`config.mk`:
```
export PLATFORM = sky130hd
export DESIGN_NAME = kyber_decrypt_ctrl
export DESIGN_NICKNAME = d
export VERILOG_FILES = /design/src/rtl/kyber_pkg.sv /design/src/rtl/kyber_modq_mac.sv /design/src/rtl/kyber_decrypt_ctrl.sv
export SDC_FILE = /design/constraint.sdc
export NUM_CORES = 1
export LEC_CHECK = 0
export CORE_MARGIN = 3
export CORE_UTILIZATION = 60
export CTS_CLUSTER_SIZE = 16
export DETAILED_ROUTE_END_ITERATION = 10
export PLACE_DENSITY_LB_ADDON = 0.05
export SYNTH_ARGS = -nofsm -noshare
export SYNTH_HDL_FRONTEND = slang
export SYNTH_SLANG_ARGS = --single-unit
```
`constraint.sdc`:
```
create_clock -name clk -period 24.2 [get_ports clk]
set_input_delay 4.84 -clock clk [delete_from_list [all_inputs] [get_ports clk]]
set_output_delay 4.84 -clock clk [all_outputs]
set_load 0.1 [all_outputs]
```
`src/rtl/kyber_pkg.sv`:
```
// Shared parameters and types for the sequenced Baby-Kyber decryption controller.
package kyber_pkg;

  localparam int Q      = 17;
  localparam int N      = 4;
  localparam int K      = 2;
  localparam int CW     = 8;
  localparam int DEC_LO = 5;
  localparam int DEC_HI = 13;

  typedef logic [CW-1:0] coef_t;

  typedef enum logic [1:0] {
    IDLE,
    MAC,
    FIN,
    DONE
  } state_t;

  // Counter width that stays at least one bit when the range collapses to 1.
  function automatic int cnt_width(input int range);
    return (range > 1) ? $clog2(range) : 1;
  endfunction

endpackage

```
`src/rtl/kyber_modq_mac.sv`:
```
// Combinational shared mod-Q multiply-accumulate: res = (acc +/- a*b) mod Q.
module kyber_modq_mac
  import kyber_pkg::*;
#(
  parameter int Q  = kyber_pkg::Q,
  parameter int CW = kyber_pkg::CW
) (
  input  logic [CW-1:0] acc,
  input  logic [CW-1:0] a,
  input  logic [CW-1:0] b,
  input  logic          neg,
  output logic [CW-1:0] res
);

  localparam logic [2*CW-1:0] QW = (2*CW)'(Q);

  logic [2*CW-1:0] prod;
  logic [2*CW-1:0] prod_mod;
  logic [2*CW-1:0] sum;

  // Subtraction is done as acc + (Q - p) so every intermediate stays unsigned.
  always_comb begin
    prod     = {{CW{1'b0}}, a} * {{CW{1'b0}}, b};
    prod_mod = prod % QW;
    sum      = {{CW{1'b0}}, acc} + (neg ? (QW - prod_mod) : prod_mod);
    if (sum >= QW) sum = sum - QW;
    res = CW'(sum);
  end

endmodule

```
`src/rtl/kyber_decrypt_ctrl.sv`:
```
// Sequenced Baby-Kyber decryption: w = v - sum_j u[j]*s[j] in Z_Q[X]/(X^N+1),
// one product per cycle through a shared MAC, then threshold-decode w to N bits.
module kyber_decrypt_ctrl
  import kyber_pkg::*;
#(
  parameter int Q      = kyber_pkg::Q,
  parameter int N      = kyber_pkg::N,
  parameter int K      = kyber_pkg::K,
  parameter int CW     = kyber_pkg::CW,
  parameter int DEC_LO = kyber_pkg::DEC_LO,
  parameter int DEC_HI = kyber_pkg::DEC_HI
) (
  input  logic                         clk,
  input  logic                         rst,
  input  logic                         in_valid,
  output logic                         in_ready,
  input  logic [K-1:0][N-1:0][CW-1:0]  u_in,
  input  logic [N-1:0][CW-1:0]         v_in,
  input  logic [K-1:0][N-1:0][CW-1:0]  sk_in,
  output logic                         out_valid,
  input  logic                         out_ready,
  output logic [N-1:0]                 m_out,
  output logic                         busy
);

  localparam int JW = cnt_width(K);
  localparam int IW = cnt_width(N);
  localparam logic [CW-1:0] QC = CW'(Q);
  localparam logic [CW:0]   QX = (CW+1)'(Q);
  localparam logic [CW:0]   LO = (CW+1)'(DEC_LO);
  localparam logic [CW:0]   HI = (CW+1)'(DEC_HI);
  localparam logic [IW:0]   NX = (IW+1)'(N);

  state_t state, state_nxt;

  logic [JW-1:0] j;
  logic [IW-1:0] i, k;
  logic [CW-1:0] u_r [K][N];
  logic [CW-1:0] s_r [K][N];
  logic [CW-1:0] v_r [N];
  logic [CW-1:0] acc [N];

  logic          accept;
  logic          last;
  logic [IW:0]   idx_sum;
  logic [IW-1:0] idx;
  logic          neg;
  logic [CW-1:0] mac_res;
  logic [CW:0]   w [N];
  logic [N-1:0]  m_nxt;

  function automatic logic [CW-1:0] mod_q(input logic [CW-1:0] x);
    return x % QC;
  endfunction

  // NOTE: every signal assigned in a combinational block gets a default at the
  // top, so no path leaves it unassigned and no latch is inferred.
  always_comb begin
    state_nxt = state;
    unique case (state)
      IDLE:    if (in_valid)  state_nxt = MAC;
      MAC:     if (last)      state_nxt = FIN;
      FIN:                    state_nxt = DONE;
      DONE:    if (out_ready) state_nxt = IDLE;
      default:                state_nxt = IDLE;
    endcase
  end

  assign in_ready  = (state == IDLE);
  assign busy      = (state != IDLE);
  assign out_valid = (state == DONE);
  assign accept    = in_valid && in_ready;

  // X^N = -1: products landing at degree >= N fold back with a sign flip.
  always_comb begin
    last    = (j == JW'(K-1)) && (i == IW'(N-1)) && (k == IW'(N-1));
    idx_sum = {1'b0, i} + {1'b0, k};
    neg     = (idx_sum >= NX);
    idx     = IW'(neg ? (idx_sum - NX) : idx_sum);
  end

  kyber_modq_mac #(.Q(Q), .CW(CW)) u_mac (
    .acc (acc[idx]),
    .a   (u_r[j][i]),
    .b   (s_r[j][k]),
    .neg (neg),
    .res (mac_res)
  );

  always_comb begin
    m_nxt = '0;
    for (int n = 0; n < N; n++) begin
      w[n] = {1'b0, v_r[n]} + QX - {1'b0, acc[n]};
      if (w[n] >= QX) w[n] = w[n] - QX;
      m_nxt[n] = (w[n] >= LO) && (w[n] <= HI);
    end
  end

  // NOTE: sequential state uses non-blocking assignments so all registers
  // update from the same pre-edge values, independent of statement order.
  always_ff @(posedge clk or posedge rst) begin
    if (rst) state <= IDLE;
    else     state <= state_nxt;
  end

  always_ff @(posedge clk or posedge rst) begin
    if (rst) begin
      j     <= '0;
      i     <= '0;
      k     <= '0;
      m_out <= '0;
      for (int n = 0; n < N; n++) acc[n] <= '0;
    end else begin
      unique case (state)
        IDLE: if (accept) begin
          j <= '0;
          i <= '0;
          k <= '0;
          for (int n = 0; n < N; n++) acc[n] <= '0;
        end
        MAC: begin
          acc[idx] <= mac_res;
          k <= k + 1'b1;
          if (k == IW'(N-1)) begin
            k <= '0;
            i <= i + 1'b1;
            if (i == IW'(N-1)) begin
              i <= '0;
              j <= j + 1'b1;
            end
          end
        end
        FIN:     m_out <= m_nxt;
        default: ;
      endcase
    end
  end

  // NOTE: operand arrays carry no reset; they are always written on accept
  // before any read, so a reset network on them would buy nothing.
  always_ff @(posedge clk) begin
    if (accept) begin
      for (int jj = 0; jj < K; jj++) begin
        for (int ii = 0; ii < N; ii++) begin
          u_r[jj][ii] <= mod_q(u_in[jj][ii]);
          s_r[jj][ii] <= mod_q(sk_in[jj][ii]);
        end
      end
      for (int ii = 0; ii < N; ii++) v_r[ii] <= mod_q(v_in[ii]);
    end
  end

endmodule

```
-- After elaboration in Yosys (flattened, before gate mapping)
Memory sizes are Yosys's and may differ from the RTL's.
Index checks and enable logic that the tools add are counted.
- bits in registers: 43
- bits in writable memories: 160
- input bits: 164
- output and inout bits: 7
- word-level logic and storage cells: 138
- memories kept: 3
- memories (name ; depth ; width ; read ports ; clocked after memory_dff ; write ports ; RTL line ; RTL):
    s_r ; 2 ; 32 ; 1 ; 0 ; 2 ; kyber_decrypt_ctrl.sv:39 ; logic [CW-1:0] s_r [K][N];
    u_r ; 2 ; 32 ; 1 ; 0 ; 2 ; kyber_decrypt_ctrl.sv:38 ; logic [CW-1:0] u_r [K][N];
    v_r ; 4 ; 8 ; 4 ; 0 ; 4 ; kyber_decrypt_ctrl.sv:40 ; logic [CW-1:0] v_r [N];
- add/sub/neg operators: 20
- multipliers: 1
- divide/modulo/power cells: 21
- $lt $le $gt $ge: 18
- eq/ne operators: 11
- muxes and demuxes: 37
- bitwise gates (word level): 3
- reduce and logical (&&, ||, !) cells: 15
- operators by type and width (kind ; number):
    remainder unit 8 x 5 -> 8 bit (second input constant) ; 20
    two-way mux 8 bit ; 8
    case mux 32 bit (2 select lines) ; 1
    binary-select mux 8 bit (select 2 bit) ; 3
    adder 8 x 5 -> 9 bit (second input constant) ; 4
    >= comparator 9 x 3 -> 1 bit (second input constant) ; 4
    >= comparator 9 x 5 -> 1 bit (second input constant) ; 4
    less-or-equal comparator 9 x 4 -> 1 bit (second input constant) ; 4
    two-way mux 9 bit ; 4
    subtractor 9 x 5 -> 9 bit (second input constant) ; 4
    subtractor 9 x 8 -> 9 bit ; 4
    bitwise mux 32 bit ; 1
    two-way mux 32 bit ; 1
    adder 8 x 16 -> 16 bit ; 1
    demux 8 bit (select 2 bit) ; 1
    >= comparator 16 x 5 -> 1 bit (second input constant) ; 1
    remainder unit 16 x 5 -> 16 bit (second input constant) ; 1
    multiplier 8 x 8 -> 16 bit ; 1
    two-way mux 16 bit ; 1
    two-way mux 2 bit ; 8
    subtractor 5 x 16 -> 16 bit (first input constant) ; 1
    >= comparator 3 bit (second input constant) ; 4
    inverter 2 -> 3 bit ; 3
    equality test 2 bit (second input constant) ; 4
    other kinds (19) ; 38

-- Longest topological paths before layout
Gate-level depths: netlist (run 1).
- depth after elaboration: 13
- mapped depth: 69
- gate-level depth less buffers: 62

-- By module
Synthesis (run 1) repeated with hierarchy kept, for this count alone.
- cell total of the unflattened synthesis: 3959
- area total of the unflattened synthesis: 31537.7 sq um
- modules (own cells, without submodules) (module ; instances ; cells each ; area an instance (sq um) ; seq. area each (sq um)):
    kyber_decrypt_ctrl ; 1 ; 3182 ; 25685.9 ; 5880.6
    kyber_modq_mac ; 1 ; 777 ; 5851.9 ; 0.0

-- Worst setup path after synthesis (run 1)
Ideal clock, no wire load.
- path kind: flip-flop to flip-flop
- start point: register j
- end point: register acc[14] (netlist name)
- setup time: 145 ps
- arrival: 16536 ps
- data required time: 24055 ps
- path slack: 7519 ps
- cell stages (with the launch flop): 67
- path buffers: 7
- period minus slack after synthesis: 16681 ps
- cell sequence: dfrtp_1 clkbuf_1 buf_1 mux4_2 mux2i_1 nor2_1 fa_1 fa_1 fa_1 inv_1 fa_1 inv_1 ha_1 a21o_1 a21oi_2 nor2b_1 or4_1 and2_1 [31 not listed] mux2_2 ha_1 nand2_1 o21ai_0 ha_1 a21oi_1 o21bai_1 a21oi_1 o21bai_1 a21oi_1 xnor2_1 or4b_2 or3b_1 a211o_1 and2_1 nor2_1 buf_2 o41ai_1
- longest elaborated chain between the ends: 13
- elaborated cells on any way between the ends: 18
- classes of those cells: add/sub (3); mul (1); div (1); order compare (1); mux (10); memory (2)
- ends and longest elaborated chain (what ; RTL line ; RTL):
    from (decl) ; kyber_decrypt_ctrl.sv:36 ; logic [JW-1:0] j;
    from (signal assigned) ; kyber_decrypt_ctrl.sv:129 ; j <= j + 1'b1;
    memory read (2 x 32 bit) (on tied branches) ; - ;
    binary-select mux 8 bit (select 2 bit) (on tied branches) ; kyber_decrypt_ctrl.sv:84, kyber_decrypt_ctrl.sv:85 ;
    two-way mux 8 bit (on tied branches) (2 in series) ; kyber_decrypt_ctrl.sv:84, kyber_decrypt_ctrl.sv:85 ;
    multiplier 8 x 8 -> 16 bit * ; kyber_modq_mac.sv:23 ; prod = {{CW{1'b0}}, a} * {{CW{1'b0}}, b};
    remainder unit 16 x 5 -> 16 bit * ; kyber_modq_mac.sv:24 ; prod_mod = prod % QW;
    subtractor 5 x 16 -> 16 bit ; kyber_modq_mac.sv:25 ; sum = {{CW{1'b0}}, acc} + (neg ? (QW - prod_mod) : prod_mod);
    two-way mux 16 bit * ; kyber_modq_mac.sv:25 ;
    adder 8 x 16 -> 16 bit * ; kyber_modq_mac.sv:25 ;
    >= comparator 16 x 5 -> 1 bit / subtractor 8 x 5 -> 8 bit (equally long branches) ; kyber_modq_mac.sv:26 ; if (sum >= QW) sum = sum - QW;
    two-way mux 8 bit * ; kyber_modq_mac.sv:26 ;
    bitwise mux 32 bit * ; kyber_decrypt_ctrl.sv:122 ; acc[idx] <= mac_res;
    case mux 32 bit (2 select lines) * ; kyber_decrypt_ctrl.sv:114 ; unique case (state)
    to (signal, indexed assignment) ; kyber_decrypt_ctrl.sv:122 ;
    to (decl) ; kyber_decrypt_ctrl.sv:41 ; logic [CW-1:0] acc [N];
Every way passes the cells marked *; elsewhere a longest branch is shown, timed or not. The select of a mux whose other input is x is not followed.
A chain may end at the register's enable or synchronous reset.

-- Final worst setup path (run 1)
Ends and elaborated chain as after synthesis.

==> results of run 1 <==
==> metrics by stage <==
step	utilization	hold slack, ns	instance area, um2
floorplan	-	0.471	27800
global placement	0.652	0.498	29700
detailed placement	0.652	0.511	29700
CTS	0.671	0.525	30600
global route	0.671	0.557	30600
finish	0.671	0.525	30600
==> area by class of cell <==
| cell class | count | area (um2) | share of cell area |
|---|---|---|---|
| Antenna cell | 1 | 2.50 | 0.0000818 |
| Clock inverter | 17 | 234 | 0.00765 |
| Multi-Input combinational cell | 2915 | 20400 | 0.668 |
| Sequential cell | 203 | 5880 | 0.192 |
| Clock buffer | 27 | 633 | 0.0207 |
| Timing Repair Buffer | 176 | 1750 | 0.0571 |
| Tap cell | 600 | 751 | 0.0245 |
| Inverter | 244 | 916 | 0.0299 |
==> worst register-to-register path, delay by kind of cell, from the launching register on <==
kind                       cells  cell delay, ns
AOI/OAI and AO/OA             23            6.18
and+or+nand+nor               16            5.22
adders and majority gates      9            3.58
muxes                          4            2.10
DFF                            1            1.06
xor gates and xnor gates       3            0.81
buffers and inverters          3            0.20
==> worst paths after layout <==
check                          from       end  slack (ns)
max                               j   acc[14]        4.84
min                        m_out[2]  m_out[2]        0.53
max reg2reg                       j   acc[14]        4.84
min reg2reg                m_out[2]  m_out[2]        0.53
max in group asynchronous       rst         j       18.93
min in group asynchronous       rst  m_out[1]        4.77
==> kinds of logic after synthesis <==
logic type      after synthesis  share of synthesized area
flops                       203                      0.212
compound gates              920                      0.217
mux                         152                     0.0743
simple gates               1319                      0.231
fa+ha+maj                   268                      0.131
buf+inv                     376                     0.0525
xor+xnor                    256                     0.0815
==> state kept, by name, indices dropped and copies added (netlist names), 2 cells and up <==
register and cells:
k 2, u_r 64, m_out 4, s_r 64, state 2, i 2, v_r 32, acc 32
==> metal layers <==
metal,share of wire,up-vias,track usage
met5,0.00033,-,0
met3,0.051,120,0.0276
met1,0.43,12500,0.367
met4,0.023,4,0.0679
li1,-,12900,-
met2,0.49,808,0.502
==> placed cells by master, fill, tap and decap left out, types with 24 or more instances in the layout <==
master             n
xnor2_1          166
clkbuf_16         25
or3_1             37
nand2b_1          77
o211ai_1          27
clkdlybuf4s50_1  170
mux2i_1           80
o22ai_1           33
a21oi_1          238
mux4_2            40
o21ai_0          212
nor4_1            30
xor2_1            88
nor2_1           381
a31oi_1           52
nand2_1          322
and3_1            25
and2_1            29
a21o_1            34
inv_1            242
a32oi_1           25
nor2b_1           89
ha_1             219
edfxtp_1         160
or2_2             29
fa_1              42
mux2_2            32
nor3_1           114
o41ai_1           24
nand3_1           82
a211oi_1          33
dfrtp_1           42
==> summary.md, run 1 <==
| Metric | Value |
|---|---|
| Final Cycle Share | `0.800` |
| Place WS | `5.17 ns` |
| Via count | `between 20k and 30k` |
| Syn Nets | `3919` |
| Yosys reg bits | `around 200` |
| GPL Wtd Cong | `0.905` |
| Proportion of layout cells with a drive suffix above 1 | `0.0522` |
| Cell Area, Synth | `0.0278 mm2` |
| IO buf count | `170` |
| Routed Wire Length | `approximately 73 mm` |
| Worst r2r path cells | `58` |
| Crit-path leading delay family | `compound AO/OA/AOI/OAI gates` |
| DPL Wire Length | `57.0 mm` |
| Vias in the first global route | `~25k` |
| Slew Limit Fails | `0` |
| Crit-path slowest cell | `dfrtp_2` |
| Initial core utilization | `0.609` |
| Dpl cells | `4138` |
| Global-route wire length before repair | `119 mm` |
| Max clock buf depth | `3` |
| Worst Path Class, Setup | `flip-flop to flip-flop` |
| Initial antenna violation count | `2` |
| Ys async rst share | `0.212` |
| Iteration-0 DRC Markers | `2246` |
| Worst path required time | `24.57 ns` |
| Later-pin clock latency in the skew report | `between 0.5 and 0.6 ns` |
| Core Footprint | `between 0.04 and 0.05 mm2` |
| CP max stage delay | `1.06 ns` |
| Wire per inst | `17.4 um` |
| Leading cell types by count after synthesis | `381 x nor2_1, 322 x nand2_1, 243 x inv_1, 238 x a21oi_1, 219 x ha_1` |
| Number of H-tree levels | `1` |
| Most frequent cell after synthesis | `nor2_1` |
| CTS Sinks | `203` |
| CTS tree | `done` |
| Cell row count | `78` |
| Status | `complete, no violations` |
| WP depth | `58` |
| Hold Path Stages | `2` |
| Buffers and inverters on the worst path | `3` |
| Detail Route Antenna Nets | `0` |
| Yosys Warn Count | `0` |
| Final setup fails | `0` |
| MaxCap Viol Count | `0` |
| Chip Height | `221 um` |
| Layout area overhead | `10.2%` |
| Fmax | `51.7 MHz` |
| Num CTS Buffers | `25` |
| Tightest Pin Transition | `1.17 ns` |
| Largest net degree at the start of global routing | `59` |
| Final worst slack | `4.84 ns` |
| First-pass DRT Iterations | `7` |
| Nets | `roughly 4k` |
| Finished Layout Cells | `4183` |
| Final-layout fill cell count | `~3.7k` |
| Synth cell types | `108` |
| CP endpoint kind | `flip-flop` |
| Remaining Overflow, GRT | `0` |
| Synth area leader | `edfxtp_1` |
| Area contributors post-synth | `edfxtp_1 17%, ha_1 9.9%, xnor2_1 5.2%` |
| DRC viols | `0` |
| Average size of a mapped cell | `around 8 um2` |
| Post-CTS Resized | `0` |
| Die width | `roughly 220 um` |
| Clk_skew | `0.0314 ns` |
| Cell count after synthesis | `3494` |
| Min-Delay Path Class | `flip-flop to flip-flop` |
| RSZ-0062 raised after global routing | `false` |
| Die area | `0.0489 mm2` |
| Worst-path clk slew | `0.06 ns` |
| Via/cell ratio | `about 6.3` |
| # hold bufs at CTS | `0` |
| Top FF cell, synth | `edfxtp_1` |
| Crit path arrival time | `19.73 ns` |
| Setup bufs post-CTS | `0` |
| Root Buffer | `clkbuf_16` |
| Worst-path maximum fanout | `37` |
| Register area share after synthesis | `0.212` |
| Final min period | `around 19 ns` |
| GR Util All Layers | `0.281` |
| Post-route setup TNS | `0 ns` |
| Setup crit start kind | `flip-flop` |
| Slew headroom | `0.219` |
| Top cell type's share of synthesized area | `0.173` |
| Final hold viol count | `0` |
| I/O pin cnt | `between 150 and 200` |
| Number of flops mapped to enable cells by yosys | `160` |
Power of run 1 is not shown: default switching activity piles up to over one toggle a cycle in this logic, so the estimate is an artifact.
==> run 2: changes to the inputs <==
==> constraint.sdc (replaced) <==
create_clock -name clk -period 19.5 [get_ports clk]
set_input_delay 3.9 -clock clk [delete_from_list [all_inputs] [get_ports clk]]
set_output_delay 3.9 -clock clk [all_outputs]
set_load 0.1 [all_outputs]
==> summary.md, run 2 (synthesized netlist as in run 1, its figures left out) <==
| Metric | Value |
|---|---|
| Iteration-0 DRC Markers | `2378 (+5.9%)` |
| Worst-path clk slew | `0.07 ns (about the same)` |
| Later-pin clock latency in the skew report | `0.54 ns (about the same)` |
| Tightest Pin Transition | `1.16 ns (-0.00570 ns)` |
| CTS tree | `done` |
| Detail Route Antenna Nets | `0 (unchanged)` |
| Via count | `26.5k (+0.84%)` |
| Worst-path maximum fanout | `20 (-46%)` |
| Cell row count | `78 (unchanged)` |
| Commonest non-fill, non-tap cell in the layout | `nor2_1` |
| Core Footprint | `0.0456 mm2 (unchanged)` |
| I/O pin cnt | `171 (unchanged)` |
| Num CTS Buffers | `24 (-4.0%)` |
| Initial core utilization | `0.609 (unchanged)` |
| Reg2Reg Capture Point | `acc[18]` |
| Remaining Overflow, GRT | `0 (unchanged)` |
| Regs by FF count | `s_r: 64 flops, u_r: 64 flops` |
| GR Util All Layers | `0.283 (+0.00270)` |
| Proportion of layout cells with a drive suffix above 1 | `0.0542 (+0.00195)` |
| Reg2reg start | `j` |
| Dpl cells | `4137 (-0.024%)` |
| Largest net degree at the start of global routing | `86 (+46%)` |
| IO buf count | `170 (unchanged)` |
| Global-route wire length before repair | `120 mm (+0.57%)` |
| Worst path required time | `19.96 ns (-4.61 ns)` |
| CP endpoint kind | `flip-flop` |
| GR Util met2 | `0.502 (about the same)` |
| Initial antenna violation count | `1 (-1)` |
| DRC viols | `0 (unchanged)` |
| Final min period | `18.27 ns (-1.09 ns)` |
| Nets | `3989 (-0.025%)` |
| Root Buffer | `clkbuf_16` |
| Worst Path Class, Setup | `flip-flop to flip-flop` |
| Die area | `0.0489 mm2 (unchanged)` |
| Ant. Diodes | `0 (-1)` |
| Crit path arrival time | `18.73 ns (-1.00 ns)` |
| Hold Path Stages | `2 (unchanged)` |
| Wire per inst | `17.6 um (+1.3%)` |
| Max clock buf depth | `3 (unchanged)` |
| Worst r2r path cells | `59 (+1.7%)` |
| Final-layout fill cell count | `3733 (-0.16%)` |
| Clk_skew | `0.0230 ns (-0.00840 ns)` |
| Area of the multi-input gates | `0.0205 mm2 (+0.20%)` |
| Routed Wire Length | `73.6 mm (+1.2%)` |
| Status | `complete, no violations` |
| CP max stage delay | `0.74 ns (-0.32 ns)` |
| Finished Layout Cells | `4182 (-0.024%)` |
| Min-Delay Path Class | `flip-flop to flip-flop` |
| Sequential Area | `0.00589 mm2 (about the same)` |
| Slew headroom | `0.219 (+0.000716)` |
| GPL Wtd Cong | `0.905 (about the same)` |
| Setup crit start kind | `flip-flop` |
| Hold Path Sink | `acc[21]` |
| CTS Sinks | `203 (unchanged)` |
| Worst hold slack | `0.533 ns (+0.00813 ns)` |
| RSZ-0062 raised after global routing | `false` |
| Via/cell ratio | `6.35 (+0.87%)` |
| Vias in the first global route | `24.7k (+0.56%)` |
| Post-route setup TNS | `0 ns (unchanged)` |
| Die width | `221 um (unchanged)` |
| Min-delay src | `acc[21]` |
| Crit-path slowest cell | `or4b_2` |
| Chip Height | `221 um (unchanged)` |
| # hold bufs at CTS | `0 (unchanged)` |
| Routing usage on met3 | `0.0215 (-0.00610)` |
| First-pass DRT Iterations | `6 (-1)` |
| Final Cycle Share | `0.937 (+0.137)` |
| Final hold viol count | `0 (unchanged)` |
| Number of H-tree levels | `1 (unchanged)` |
| Post-layout util | `0.671 (-0.000741)` |
| GR Util met1 | `0.377 (+0.00987)` |
| DPL Wire Length | `57.4 mm (+0.71%)` |
| Fmax | `54.7 MHz (+5.9%)` |
| Slew Limit Fails | `0 (unchanged)` |
| Most frequent cells in the layout | `381 x nor2_1, 322 x nand2_1, 242 x inv_1` |
| Worst reg2reg setup slack | `1.23 ns (-3.61 ns)` |
| Busiest layer in global routing | `met2` |
| MaxCap Viol Count | `0 (unchanged)` |
| CP dominant cell by count | `ha_1` |
| Layout area overhead | `10.1%` |
| Final setup fails | `0 (unchanged)` |
==> run 2: cell types whose count changed in the layout (fill, tap and decap cells not counted), sizes merged <==
cell / previous run / this run
bufinv: 5 / 2
clkbuf: 27 / 26
clkinv: 8 / 11
clkinvlp: 3 / 6
diode: 1 / 0
inv: 245 / 243
==> run 2: critical path, delay by kind of cell (launching register included) <==
family / cells / cell delay [ns]
adder cells (fa/ha/maj): 9 / 3.53
XOR/XNOR: 3 / 0.68
flip-flops: 1 / 0.70
buffers and inverters: 3 / 0.20
AO/OA/AOI/OAI: 22 / 5.76
AND/OR/NAND/NOR: 18 / 5.18
multiplexers: 4 / 2.11
==> run 2: final cells by class <==
cell class	count	share of cell area
Timing Repair Buffer	176	0.0576
Sequential cell	203	0.193
Inverter	244	0.0300
Tap cell	600	0.0246
Clock inverter	18	0.00557
Multi-Input combinational cell	2915	0.670
Clock buffer	26	0.0199
==> run 2: how the worst max path moves through the flow <==
stage	from	to	slack [ns]	depth (start not counted)
2_1_floorplan	j	acc[14]	2.82	66
3_3_place_gp	j	acc[26]	1.44	58
3_5_place_dp	j	acc[18]	0.96	58
4_1_cts	j	acc[18]	0.86	58
5_1_grt	j	acc[26]	0.05	60
6_report	j	acc[18]	1.23	59
==> run 2: stage by stage <==
step	setup WS (ns)	instance area (um2)
after CTS	0.864	30500
after global routing	0.0459	30600
after floorplan	2.82	27800
final	1.23	30600
after global placement	1.44	29700
after detailed placement	0.960	29700
==> run 2: what timing repair did <==
item,in CTS,in global routing
setup buffers,0,1
setup endpoints to repair,0,32
gates resized for setup,0,10
==> run 2: layer usage <==
metal / vias up / share of wire
met4: 2 / 0.024
met1: 12600 / 0.44
met3: 138 / 0.049
met2: 902 / 0.49
met5: - / 0.00018
li1: 12900 / -
Power of run 2 is left out for the same reason.
